===== src/rtl/vend_pkg.sv =====
// Shared constants for the change dispenser: coin values, hopper bit positions and FSM states.
// Coin bit mapping is the same everywhere: bit3=100c, bit2=25c, bit1=10c, bit0=5c.
package vend_pkg;

   localparam logic [15:0] DENOM_100 = 16'd100;
   localparam logic [15:0] DENOM_25  = 16'd25;
   localparam logic [15:0] DENOM_10  = 16'd10;
   localparam logic [15:0] DENOM_5   = 16'd5;

   localparam int COIN_100 = 3;
   localparam int COIN_25  = 2;
   localparam int COIN_10  = 1;
   localparam int COIN_5   = 0;

   typedef enum logic [2:0] {
      ST_IDLE,
      ST_SELECT,
      ST_EJECT,
      ST_GAP,
      ST_DONE
   } state_t;

   // Cent value of a one-hot coin select; zero for anything that is not one-hot.
   function automatic logic [15:0] coin_value(input logic [3:0] sel);
      logic [15:0] v;
      case (sel)
         4'b1000: v = DENOM_100;
         4'b0100: v = DENOM_25;
         4'b0010: v = DENOM_10;
         4'b0001: v = DENOM_5;
         default: v = 16'd0;
      endcase
      return v;
   endfunction

endpackage


===== src/rtl/change_denom_select.sv =====
// Picks the largest coin that fits the remaining amount and whose hopper is not empty.
// Purely combinational; o_found is low when no available coin fits.
module change_denom_select
   import vend_pkg::*;
(
   input  logic [15:0] i_remaining,
   input  logic [3:0]  i_hopper_empty,
   output logic [3:0]  o_sel,
   output logic        o_found
);

   always_comb begin
      o_sel = 4'b0000;
      if (!i_hopper_empty[COIN_100] && (i_remaining >= DENOM_100)) begin
         o_sel[COIN_100] = 1'b1;
      end else if (!i_hopper_empty[COIN_25] && (i_remaining >= DENOM_25)) begin
         o_sel[COIN_25] = 1'b1;
      end else if (!i_hopper_empty[COIN_10] && (i_remaining >= DENOM_10)) begin
         o_sel[COIN_10] = 1'b1;
      end else if (!i_hopper_empty[COIN_5] && (i_remaining >= DENOM_5)) begin
         o_sel[COIN_5] = 1'b1;
      end
   end

   assign o_found = |o_sel;

endmodule


===== src/rtl/change_dispenser.sv =====
// Dispenses a change amount as a greedy sequence of one-cycle coin ejections separated by EJECT_GAP idle cycles.
// First pulse two cycles after the sampling edge, then every EJECT_GAP+2 cycles; requests arriving while busy are dropped.
module change_dispenser
   import vend_pkg::*;
#(
   parameter int unsigned EJECT_GAP = 4
) (
   input  logic        clk,
   input  logic        reset,
   input  logic [15:0] change_in,
   input  logic        change_valid,
   input  logic [3:0]  hopper_empty,
   output logic        busy,
   output logic [3:0]  coin_eject,
   output logic        done,
   output logic [15:0] residue,
   output logic [7:0]  coin_count
);

   localparam logic [7:0] GAP_LOAD = 8'(EJECT_GAP - 1);

   state_t      r_state;
   state_t      w_next;
   logic [15:0] r_remaining;
   logic [3:0]  r_sel;
   logic [7:0]  r_gap_cnt;
   logic [7:0]  r_coin_count;
   logic [15:0] r_residue;
   logic [3:0]  w_pick;
   logic        w_found;

   change_denom_select u_denom_select (
      .i_remaining    (r_remaining),
      .i_hopper_empty (hopper_empty),
      .o_sel          (w_pick),
      .o_found        (w_found)
   );

   always_ff @(posedge clk or posedge reset) begin
      if (reset) begin
         r_state <= ST_IDLE;
      end else begin
         r_state <= w_next;
      end
   end

   always_comb begin
      w_next = r_state;
      case (r_state)
         ST_IDLE: begin
            if (change_valid) begin
               w_next = (change_in == 16'd0) ? ST_DONE : ST_SELECT;
            end
         end
         ST_SELECT: w_next = w_found ? ST_EJECT : ST_DONE;
         ST_EJECT:  w_next = ST_GAP;
         ST_GAP: begin
            if (r_gap_cnt == 8'd0) begin
               w_next = ST_SELECT;
            end
         end
         ST_DONE:   w_next = ST_IDLE;
         default:   w_next = ST_IDLE;
      endcase
   end

   always_ff @(posedge clk or posedge reset) begin
      if (reset) begin
         r_remaining  <= 16'd0;
         r_sel        <= 4'b0000;
         r_gap_cnt    <= 8'd0;
         r_coin_count <= 8'd0;
         r_residue    <= 16'd0;
      end else begin
         case (r_state)
            ST_IDLE: begin
               if (change_valid) begin
                  r_remaining  <= change_in;
                  r_coin_count <= 8'd0;
                  r_residue    <= 16'd0;
               end
            end
            ST_SELECT: begin
               // Residue is captured on the way into DONE so it is stable while done is high.
               if (w_found) begin
                  r_sel <= w_pick;
               end else begin
                  r_residue <= r_remaining;
               end
            end
            ST_EJECT: begin
               r_remaining <= r_remaining - coin_value(r_sel);
               r_gap_cnt   <= GAP_LOAD;
               if (r_coin_count != 8'd255) begin
                  r_coin_count <= r_coin_count + 8'd1;
               end
            end
            ST_GAP: begin
               if (r_gap_cnt != 8'd0) begin
                  r_gap_cnt <= r_gap_cnt - 8'd1;
               end
            end
            default: begin
            end
         endcase
      end
   end

   // Decoding the pulse from state lets an asynchronous reset cut it off mid-cycle.
   assign busy       = (r_state != ST_IDLE);
   assign done       = (r_state == ST_DONE);
   assign coin_eject = (r_state == ST_EJECT) ? r_sel : 4'b0000;
   assign residue    = r_residue;
   assign coin_count = r_coin_count;

endmodule


===== config.mk =====
export PLATFORM = sky130hd
export DESIGN_NAME = change_dispenser
export DESIGN_NICKNAME = d
export VERILOG_FILES = /design/src/rtl/vend_pkg.sv /design/src/rtl/change_denom_select.sv /design/src/rtl/change_dispenser.sv
export SDC_FILE = /design/constraint.sdc
export NUM_CORES = 1
export LEC_CHECK = 0
export ABC_AREA = 1
export CAP_MARGIN = 40
export CORE_ASPECT_RATIO = 1.1
export CORE_UTILIZATION = 55
export CTS_BUF_LIST = sky130_fd_sc_hd__clkbuf_8 sky130_fd_sc_hd__clkbuf_16
export CTS_CLUSTER_SIZE = 25
export DETAILED_ROUTE_END_ITERATION = 8
export MAX_ROUTING_LAYER = met4
export PLACE_DENSITY_LB_ADDON = 0.12
export SYNTH_ARGS = -nofsm -noshare
export SYNTH_HDL_FRONTEND = slang
export SYNTH_SLANG_ARGS = --single-unit

===== constraint.sdc =====
create_clock -name clk -period 4.1 [get_ports clk]
set_input_delay 0.82 -clock clk [delete_from_list [all_inputs] [get_ports clk]]
set_output_delay 0.82 -clock clk [all_outputs]
set_load 0.05 [all_outputs]

## Word level (Yosys, flattened, before mapping)

Cells that the tools add are included.

| storage, ports and cells | value |
|---|---|
| register bits after elaboration | 55 |
| input port bits | 23 |
| output and inout port bits | 30 |
| logic and storage cells | 75 |

| cells by class | value |
|---|---|
| add/subtract/negate cells | 3 |
| order comparisons | 4 |
| eq/ne operators | 14 |
| muxes and demuxes | 25 |
| reductions and logical operators | 23 |

Operators with widths:

| operator | count |
|---|---|
| 2-to-1 mux 16 bit | 4 |
| one-hot mux 16 bit (2 select lines) | 2 |
| one-hot mux 8 bit (2 select lines) | 2 |
| one-hot mux 7 bit (4 select lines) | 1 |
| 2-to-1 mux 8 bit | 3 |
| >= comparator 16 x 3 -> 1 bit, second input constant | 1 |
| >= comparator 16 x 4 -> 1 bit, second input constant | 1 |
| >= comparator 16 x 5 -> 1 bit, second input constant | 1 |
| >= comparator 16 x 7 -> 1 bit, second input constant | 1 |
| zero test 16 bit | 1 |
| subtractor 16 bit | 1 |
| 2-to-1 mux 3 bit | 5 |
| one-hot mux 3 bit (4 select lines) | 1 |
| inequality test 2 bit, second input constant | 5 |
| adder 8 x 1 -> 8 bit, second input constant | 1 |
| zero test 8 bit | 1 |
| inequality test 8 bit, second input constant | 1 |
| AND reduction 2 bit | 4 |
| nonzero test 8 bit | 1 |
| subtractor 8 x 1 -> 8 bit, second input constant | 1 |
| equality test 3 x 2 -> 1 bit, second input constant | 2 |
| AND reduction 3 bit | 2 |
| nonzero test 2 bit | 3 |
| 2-to-1 mux 1 bit | 5 |
| other kinds (13) | 19 |

## Depth between registers and ports, before layout

Gate-level depths: netlist of run 1.

| depth | value |
|---|---|
| word-level depth | 9 |
| mapped depth | 14 |
| mapped depth without buffers | 14 |

## Modules after synthesis

Synthesis of run 1 repeated with hierarchy kept, for this count alone.

| second synthesis, totals | value |
|---|---|
| cell total of the unflattened synthesis | 504 |
| area, all modules | 3598.5 um^2 |

Modules (own cells, without submodules):

| module | times used | cells each | area an instance (um^2) | seq. area each (um^2) |
|---|---|---|---|---|
| change_dispenser | 1 | 446 | 3349.5 | 1376.3 |
| change_denom_select | 1 | 58 | 249.0 | 0.0 |

## Worst setup path before layout of run 1

OpenSTA, ideal clock, no wires.

| timing path | value |
|---|---|
| path kind | reg-to-output |
| start | reg r_state[2] |
| end | out coin_eject[0] |
| arrival time | 1809 ps |
| data required time | 3280 ps |
| setup slack | 1471 ps |
| cell stages (with the launch flop) | 8 |
| path buffers | 2 |
| cell sequence | dfrtp_1 inv_1 nand2_1 nor2_1 inv_1 clkbuf_1 buf_2 nor2_1 |

| on the way | value |
|---|---|
| cells in the longest elaborated chain, start to end | 2 |

RTL lines:

| what | RTL line | RTL |
|---|---|---|
| from (decl) | change_dispenser.sv:22 | `state_t r_state;` |
| from (signal assigned) | change_dispenser.sv:43 | `r_state <= w_next;` |
| equality test 3 x 2 -> 1 bit | change_dispenser.sv:112 | `assign coin_eject = (r_state == ST_EJECT) ? r_sel : 4'b0000;` |
| 2-to-1 mux 4 bit | change_dispenser.sv:112 |  |
| to (decl) | change_dispenser.sv:14 | `output logic [3:0] coin_eject,` |

No other way between the ends.

## Final worst setup path of run 1

| timing path | value |
|---|---|
| start | reg r_state[1] |
| end | out busy |

| on the way | value |
|---|---|
| cells in the longest elaborated chain, start to end | 1 |

RTL lines:

| what | RTL line | RTL |
|---|---|---|
| nonzero test 3 bit | change_dispenser.sv:110 | `assign busy = (r_state != ST_IDLE);` |
| to (decl) | change_dispenser.sv:13 | `output logic busy,` |

No other way between the ends.

==> results.txt, run 1 <==
Synth area leader = dfrtp_1
crit path capture = busy
Synth Area per Inst = 7.31 µm²
crit start category = flop
Largest delay share family, worst path = buffers and inverters
final hold violations = 0
first-pass GRT wire length = 14300 µm
CTS Sinks = 55
Layout area overhead = 20.5%
n_diodes = 0
clock tree buffer depth = 2
final std cells w/o fill = 599
outcome = completed
Max Clock Freq = 0.367 GHz
setup TNS = 0 ns
initial antenna violation count = 0
worst-path maximum fanout = 3
initial core utilization = 0.582
CP Depth = 5
Main synth FF type = dfrtp_1
crit path from = r_state[1]
post-route DRC violation count = 0
instance count of the mapped netlist = 468
critical-path cell list = nor2_1 -> inv_2 -> nor2_2 -> inv_2 -> clkdlybuf4s50_1
Post-CTS Hold Buffers = 0
crit path time final = 2.72 ns
worst hold path type = reg2reg
Post-synth EDFFs = 0
via count of the routed design = 3233
Iter 0 DRT Violations = 195
grt ovf = 0
Setup Skew = 0.0137 ns
GPL Wtd Cong = 0.918
TritonRoute pass-1 iters = 5
r2r setup slk = 1.64 ns
hold slack = 0.483 ns
Post-synth top cells = nand2_1 (127), inv_1 (60), dfrtp_1 (55), nor2_1 (48), nand3_1 (42)
Rows = 29
Critical Path Slowest Stage Cell = clkdlybuf4s50_1
die height = 84.7 µm
reg2reg path depth = 12
share of layout cells above drive strength 1 = 0.0843
Detail Route Antenna Nets = 0
GRT met3 Usage = 0.0380
kind of critical path = reg2out
most used cell, CP = inv_2
Most Crowded Layer GR = met2
CTS tree = done
post-DR wirelength/cell = 14.2 µm
DR vias/cell = 5.40
Buf+Inv Stages, Crit Path = 3
final wirelength = 8500 µm
CP required = 3.28 ns
part of the cycle the worst path needs = 0.664
max_cap viols = 0
vias in the first global route = 3005
worst stage delay on the critical path = 0.69 ns
largest cells by area after synthesis = dfrtp_1 (40%), nand2_1 (14%), inv_1 (6.6%)
IO Port Bufs = 52
core area = 5880 µm²
worst r2r src = r_sel[0]
Clock Latency Late Sink = 0.32 ns
RR Endpoint = r_remaining[7]
CP endpoint kind = output port
DP HPWL = 6390 µm
number of distinct library cells after synthesis = 36
cell with the most instances after synthesis = nand2_1
Pwr per Cell Area = 770 nW/µm²
global routing usage on met1 = 0.384
VDD IR-drop max = 400 µV
Post-CTS Setup Bufs = 0
Nets = 555
synthesized flop and latch total = 55
I/O pin count = 53
Ys Warns = 0
unrepaired setup endpoints after global routing = no
Netlist Area Pre-Place = 3420 µm²
Clock transition at path regs = 0.11 ns
largest net degree at the start of global routing = 32
Least-Margin Pin Slew = 0.789 ns
Cells after DPL = 591
Slew headroom = 0.472
H-tree depth = 2
ys async rst share = 1.00
met2 Track Usage GR = 0.454
Worst EP arrival = 1.90 ns
Slew Limit Fails = 0
Yosys top cell area share = 0.402
CTS resizes = 0
die area = 6540 µm²
GRT Util Overall = 0.287
die width = 77.2 µm
TritonCTS Buffers = 5
Final setup viols = 0
Seq/Total Area, Yosys = 0.402
FILL cells = 538
Root Driver = clkbuf_8
Net Count, Synth = 502
Lkg Pwr = 2.01 nW
[placed cells by master (no fill, tap or decap), types with 2 or more instances in the layout]
cell	Yosys	final
a21oi_1	8	8
a31oi_1	2	2
and2_1	2	2
buf_4	0	6
clkbuf_8	0	6
clkdlybuf4s50_1	0	48
dfrtp_1	55	55
ha_1	10	10
inv_1	60	59
inv_2	5	6
nand2_1	127	127
nand2_2	14	14
nand2_4	3	3
nand3_1	42	42
nand4_1	14	14
nor2_1	48	48
nor2_2	2	2
nor2_4	3	3
nor3_1	8	8
o211ai_1	7	7
o21ai_0	20	20
o22ai_1	4	4
o31ai_1	3	3
xnor2_1	5	5
xor2_1	7	7
[metrics by stage]
step | power (W) | setup WS (ns) | util | cell area (µm²)
after detailed placement | 0.00276 | 1.31 | 0.681 | 4000
after floorplan | 0.00230 | 1.47 | - | 3420
after global placement | 0.00272 | 1.49 | 0.681 | 4000
final | 0.00318 | 1.38 | 0.702 | 4120
after global routing | 0.00342 | 1.34 | 0.702 | 4120
after CTS | 0.00316 | 1.39 | 0.702 | 4120
[per-layer routing]
metal,share of wire,up-vias
met5,0,-
met4,0.016,0
met3,0.045,11
met2,0.48,101
met1,0.46,1502
li1,-,1619
[sequential cells by signal, summed over array words and instances, names as in the netlist]
register     count
r_sel            4
residue         16
r_remaining     16
r_state          3
coin_count       8
r_gap_cnt        8
[worst register-to-register path: stages (launching register included)]
cell      delay, ns
dfrtp_1        0.41
nor2_1         0.17
nand3_1        0.21
and2_1         0.22
ha_1           0.35
a21oi_1        0.16
nand2_1        0.15
nand2_1        0.09
nand2_1        0.08
a21oi_1        0.24
nand2_1        0.11
nand3_1        0.08
o211ai_1       0.09
[cells by family after synthesis]
group                      synth area share
xor gates and xnor gates             0.0307
buffers and inverters                0.0834
and+or+nand+nor                       0.352
AOI/OAI and AO/OA                    0.0892
adders and majority gates            0.0424
DFF                                   0.402
[area by class of cell]
type,count,area (µm²),share of cell area
Tap cell,77,96.3,0.0234
Inverter,65,244,0.0592
Timing Repair Buffer,54,526,0.127
Clock buffer,6,82.6,0.0200
Sequential cell,55,1380,0.334
Clock inverter,2,38.8,0.00941
Multi-Input combinational cell,340,1760,0.427
[worst min path at each step]
stage | start | to | slack (ns) | depth (start not counted)
after global routing | residue[13] | residue[13] | 0.52 | 2
after detailed placement | residue[11] | residue[11] | 0.46 | 2
after floorplan | r_remaining[0] | residue[0] | 0.47 | 2
final | residue[9] | residue[9] | 0.48 | 2
after global placement | residue[13] | residue[13] | 0.46 | 2
after CTS | residue[11] | residue[11] | 0.49 | 2
[power by group]
| group | leakage, nW | internal [W] | switching (W) |
|---|---|---|---|
| clock | 0.0618 | 0.000201 | 0.000193 |
| combinational | 1.24 | 0.000617 | 0.00122 |
| sequential | 0.715 | 0.000722 | 0.000220 |
| total | 2.01 | 0.00154 | 0.00164 |
(Power assumes the default switching activity.)
==> run 2: changes to the inputs <==
--- a/config.mk
+++ b/config.mk
@@ -8,7 +8,7 @@
 export ABC_AREA = 1
 export CAP_MARGIN = 40
 export CORE_ASPECT_RATIO = 1.1
-export CORE_UTILIZATION = 55
+export CORE_UTILIZATION = 54
 export CTS_BUF_LIST = sky130_fd_sc_hd__clkbuf_8 sky130_fd_sc_hd__clkbuf_16
 export CTS_CLUSTER_SIZE = 25
 export DETAILED_ROUTE_END_ITERATION = 8
==> constraint.sdc (replaced) <==
create_clock -name clk -period 2.64 [get_ports clk]
set_input_delay 0.528 -clock clk [delete_from_list [all_inputs] [get_ports clk]]
set_output_delay 0.528 -clock clk [all_outputs]
set_load 0.05 [all_outputs]
==> results.txt, run 2 (same netlist as run 1, synthesis figures left out) <==
IO Port Bufs = 52 (unchanged)
n_diodes = 0 (unchanged)
kind of critical path = reg2out
crit start category = flop
post-route DRC violation count = 1 (+1)
CTS Sinks = 55 (unchanged)
VDD IR-drop max = 653 µV (+63%)
DP Worst Slack = 0.368 ns (-0.939 ns)
Max Clock Freq = 0.409 GHz
CP endpoint kind = output port
final wirelength = 8520 µm (+0.20%)
crit path time final = 2.44 ns
Slew Limit Fails = 0 (unchanged)
worst stage delay on the critical path = 0.39 ns (-0.30 ns)
Nets = 559 (+0.72%)
grt ovf = 0 (unchanged)
Clock transition at path regs = 0.11 ns (about the same)
die width = 77.9 µm (+0.89%)
die height = 85.5 µm (+0.90%)
final std cells w/o fill = 606 (+1.2%)
critical-path cell list = inv_1 -> nand2_1 -> nor2_1 -> inv_1 -> nor2_1 -> buf_12
Post-CTS Setup Bufs = 0 (unchanged)
Post-CTS Hold Buffers = 0 (unchanged)
Cells after DPL = 598 (+1.2%)
worst hold path type = in2async
hold slack = 0.476 ns (-0.00721 ns)
final hold violations = 0 (unchanged)
vias in the first global route = 3204 (+6.6%)
largest net degree at the start of global routing = 24 (-25%)
GPL Wtd Cong = 0.970 (+5.7%)
post-DR wirelength/cell = 14.1 µm (-0.96%)
register area = 1380 µm² (unchanged)
worst-path maximum fanout = 21 (+18)
clock tree buffer depth = 2 (unchanged)
H-tree depth = 2 (unchanged)
initial antenna violation count = 0 (unchanged)
Net Sw Frac = 0.527 (+0.0119)
Lkg Pwr = 2.02 nW (+0.46%)
Layout area overhead = 22.1%
Rows = 30 (+3.4%)
unrepaired setup endpoints after global routing = no
CTS resizes = 0 (unchanged)
Setup Skew = 0.00635 ns (-0.00733 ns)
Least-Margin Pin Slew = 0.765 ns (-0.0242 ns)
Clock Latency Late Sink = 0.31 ns (about the same)
Clock Power Share = 0.098 (-0.026)
DR vias/cell = 5.38 (-0.27%)
TritonRoute pass-1 iters = 7 (+2)
most frequent cells in the layout = nand2_1 (127), inv_1 (59), dfrtp_1 (55)
Final setup viols = 0 (unchanged)
Worst EP arrival = 1.92 ns (+0.02 ns)
Flop pwr share = 0.302 (+0.005)
I/O pin count = 53 (unchanged)
CTS tree = done
P_int = 0.00231 W (+50%)
GRT Util Overall = 0.289 (+0.00222)
core area = 6160 µm² (+4.7%)
outcome = complete, but fails checks
area used by multi-input combinational logic = 1760 µm² (+0.21%)
setup TNS = 0 ns (unchanged)
max_cap viols = 0 (unchanged)
via count of the routed design = 3262 (+0.90%)
DP HPWL = 6440 µm (+0.77%)
Iter 0 DRT Violations = 196 (+0.51%)
Pwr per Cell Area = 1170 nW/µm² (+52%)
Area after DPL = 4090 µm² (+2.1%)
FILL cells = 554 (+3.0%)
part of the cycle the worst path needs = 0.925
first-pass GRT wire length = 14800 µm (+3.4%)
share of layout cells above drive strength 1 = 0.0932 (+0.00886)
commonest non-fill, non-tap cell in the layout = nand2_1
switching pwr = 0.00258 W (+57%)
violated checks = DRC
die area = 6660 µm² (+1.8%)
CP required = 2.11 ns (-1.17 ns)
initial core utilization = 0.556 (-0.0263)
Gate power share = 0.600 (+0.021)
Critical Path Slowest Stage Cell = dfrtp_1
TritonCTS Buffers = 5 (unchanged)
Setup WS post-layout = 0.197 ns (-1.18 ns)
Slew headroom = 0.489 (+0.0175)
post-layout instance area = 4180 µm² (+1.3%)
Root Driver = clkbuf_8
Detail Route Antenna Nets = 0 (unchanged)
-- run 2: final cells by class --
class / instances / area share
timing repair buffer: 58 / 0.145
clock inverter: 3 / 0.00479
multi-input combinational: 340 / 0.422
tap: 80 / 0.0240
clock buffer: 5 / 0.0165
sequential: 55 / 0.329
inverter: 65 / 0.0584
-- run 2: metrics by stage --
stage / util / power (W)
after floorplan: - / 0.00357
after global placement: 0.664 / 0.00428
after detailed placement: 0.664 / 0.00435
after CTS: 0.678 / 0.00483
after global routing: 0.679 / 0.00531
final: 0.679 / 0.00489
-- run 2: final timing paths --
path,depth (start not counted),from,end,slack [ns]
worst min register to register,2,residue[14],residue[14],0.48
worst min-delay path,2,reset,r_state[2],0.48
worst max register to register,12,r_sel[1],r_remaining[7],0.33
worst max-delay path,6,r_state[2],coin_eject[3],0.20
min in group clk,2,residue[14],residue[14],0.48
max in group asynchronous,3,reset,r_remaining[15],1.53
-- run 2: power by group through the flow --
stage	sequential [W]	clock, W	combinational (W)
2_1_floorplan	0.00161	0	0.00196
3_3_place_gp	0.00147	0	0.00281
3_5_place_dp	0.00148	0	0.00286
4_1_cts	0.00146	0.000480	0.00289
5_1_grt	0.00151	0.000521	0.00328
6_report	0.00148	0.000481	0.00293
-- run 2: worst max-delay path, delay by kind of cell, from the launching register on --
| kind | cells | cell delay, ns |
|---|---|---|
| flip-flops | 1 | 0.39 |
| buffers and inverters | 3 | 0.64 |
| AND/OR/NAND/NOR | 3 | 0.57 |
-- run 2: metal layers --
metal  wire, µm  track usage  share of wire
met1       3750        0.365           0.44
met2       4230        0.482           0.50
met3        334       0.0351          0.039
met4        213        0.103          0.025
met5          0            -              0
==> run 3: changes to the inputs <==
--- a/config.mk
+++ b/config.mk
@@ -8,6 +8,7 @@
 export ABC_AREA = 1
 export CAP_MARGIN = 40
 export CORE_ASPECT_RATIO = 1.1
+export CORE_MARGIN = 2
 export CORE_UTILIZATION = 54
 export CTS_BUF_LIST = sky130_fd_sc_hd__clkbuf_8 sky130_fd_sc_hd__clkbuf_16
 export CTS_CLUSTER_SIZE = 25
==> results.txt, run 3 (same netlist as run 1, synthesis figures left out) <==
largest net degree at the start of global routing = 56 (+130%)
CTS Sinks = 55 (unchanged)
outcome = completed
Slew Limit Fails = 0 (unchanged)
hold slack = 0.479 ns (+0.00326 ns)
post-layout instance area = 4200 µm² (+0.45%)
max_cap viols = 0 (unchanged)
Clock Latency Late Sink = 0.32 ns (about the same)
vias in the first global route = 3119 (-2.7%)
worst-path maximum fanout = 21 (unchanged)
FILL cells = 562 (+1.4%)
VDD IR-drop max = 570 µV (-13%)
Area after DPL = 4090 µm² (+0.12%)
Layout area overhead = 22.7%
switching pwr = 0.00255 W (-1.2%)
overall power = 0.00495 W (+1.2%)
Iter 0 DRT Violations = 171 (-13%)
unrepaired setup endpoints after global routing = no
P_int = 0.00240 W (+3.9%)
post-DR wirelength/cell = 13.9 µm (-1.5%)
Gate power share = 0.588 (-0.012)
via count of the routed design = 3236 (-0.80%)
most frequent cells in the layout = nand2_1 (127), inv_1 (59), dfrtp_1 (55)
CP endpoint kind = output port
Net Sw Frac = 0.514 (-0.0127)
final hold violations = 0 (unchanged)
Setup Skew = 0.00933 ns (+0.00297 ns)
initial core utilization = 0.556 (unchanged)
hold_sp = residue[13]
Post-CTS Setup Bufs = 0 (unchanged)
n_diodes = 0 (unchanged)
Nets = 558 (-0.18%)
die width = 79.9 µm (+2.6%)
DR vias/cell = 5.36 (-0.47%)
Clock transition at path regs = 0.10 ns (about the same)
TritonCTS Buffers = 5 (unchanged)
clock tree buffer depth = 2 (unchanged)
I/O pin count = 53 (unchanged)
IO Port Bufs = 52 (unchanged)
worst r2r src = r_sel[0]
Hold Path Stages = 2
part of the cycle the worst path needs = 0.912 (-0.0139)
r2r setup slk = 0.30 ns (-0.03 ns)
initial antenna violation count = 0 (unchanged)
RR Endpoint = r_remaining[7]
crit start category = flop
Pwr per Cell Area = 1180 nW/µm² (+0.76%)
crit path time final = 2.41 ns (-0.0368 ns)
register area = 1380 µm² (unchanged)
Rows = 30 (unchanged)
Clock Power Share = 0.113 (+0.015)
CTS tree = done
Lkg Pwr = 2.03 nW (+0.48%)
Least-Margin Pin Slew = 0.711 ns (-0.0537 ns)
setup TNS = 0 ns (unchanged)
die height = 87.5 µm (+2.3%)
reg2reg path depth = 12 (unchanged)
commonest non-fill, non-tap cell in the layout = nand2_1
final wirelength = 8370 µm (-1.8%)
CP required = 2.11 ns (about the same)
GRT Util Overall = 0.268 (-0.0217)
post-route DRC violation count = 0 (-1)
kind of critical path = reg2out
H-tree depth = 2 (unchanged)
TritonRoute pass-1 iters = 4 (-3)
Final setup viols = 0 (unchanged)
Post-CTS Hold Buffers = 0 (unchanged)
area used by multi-input combinational logic = 1760 µm² (-0.21%)
Root Driver = clkbuf_8
share of layout cells above drive strength 1 = 0.0878 (-0.00537)
grt ovf = 0 (unchanged)
Max Clock Freq = 0.416 GHz (+1.5%)
Detail Route Antenna Nets = 0 (unchanged)
core area = 6160 µm² (unchanged)
CTS resizes = 0 (unchanged)
Hold Path Sink = residue[13]
die area = 6990 µm² (+5.0%)
Slew headroom = 0.525 (+0.0359)
first-pass GRT wire length = 14300 µm (-3.8%)
DP HPWL = 6290 µm (-2.2%)
worst hold path type = reg2reg
Worst EP arrival = 1.88 ns (-0.04 ns)
GPL Wtd Cong = 0.984 (+1.5%)
Flop pwr share = 0.299 (-0.003)
run 3: metrics by stage:
step	util	setup slack (ns)	instances
4_1_cts	0.682	0.231	604
3_5_place_dp	0.665	0.345	597
5_1_grt	0.682	0.0790	604
6_report	0.682	0.233	604
2_1_floorplan	-	0.303	468
3_3_place_gp	0.665	0.460	597
run 3: metal layers:
layer / vias up / share of wire / global-route usage
met5: - / 0 / -
met4: 0 / 0.019 / 0.0940
met3: 12 / 0.044 / 0.0363
met2: 74 / 0.50 / 0.459
met1: 1533 / 0.43 / 0.322
li1: 1617 / - / -
run 3: how the worst max path moves through the flow:
stage                          start        endpoint  slack (ns)
after floorplan           r_state[2]   coin_eject[0]        0.30
after global placement      r_sel[0]  r_remaining[7]        0.46
after detailed placement    r_sel[0]  r_remaining[7]        0.34
after CTS                 r_state[2]   coin_eject[3]        0.23
after global routing        r_sel[0]  r_remaining[7]        0.08
final                     r_state[2]   coin_eject[3]        0.23
run 3: cell type report:
| type | instances | area share |
|---|---|---|
| Multi-Input combinational cell | 340 | 0.419 |
| Clock inverter | 2 | 0.00894 |
| Sequential cell | 55 | 0.328 |
| Clock buffer | 5 | 0.0164 |
| Tap cell | 80 | 0.0238 |
| Inverter | 65 | 0.0581 |
| Timing Repair Buffer | 57 | 0.145 |
run 3: power groups by stage:
| stage | logic, W | clock network [W] | registers [W] |
|---|---|---|---|
| 6_report | 0.00291 | 0.000560 | 0.00148 |
| 2_1_floorplan | 0.00196 | 0 | 0.00161 |
| 4_1_cts | 0.00289 | 0.000565 | 0.00147 |
| 5_1_grt | 0.00325 | 0.000593 | 0.00152 |
| 3_3_place_gp | 0.00280 | 0 | 0.00148 |
| 3_5_place_dp | 0.00287 | 0 | 0.00148 |
run 3: critical path, stage by stage, from the launching register on:
cell	delay, ns
dfrtp_1	0.39
inv_1	0.12
nand2_1	0.08
nor2_1	0.13
inv_1	0.33
nor2_1	0.34
buf_12	0.18
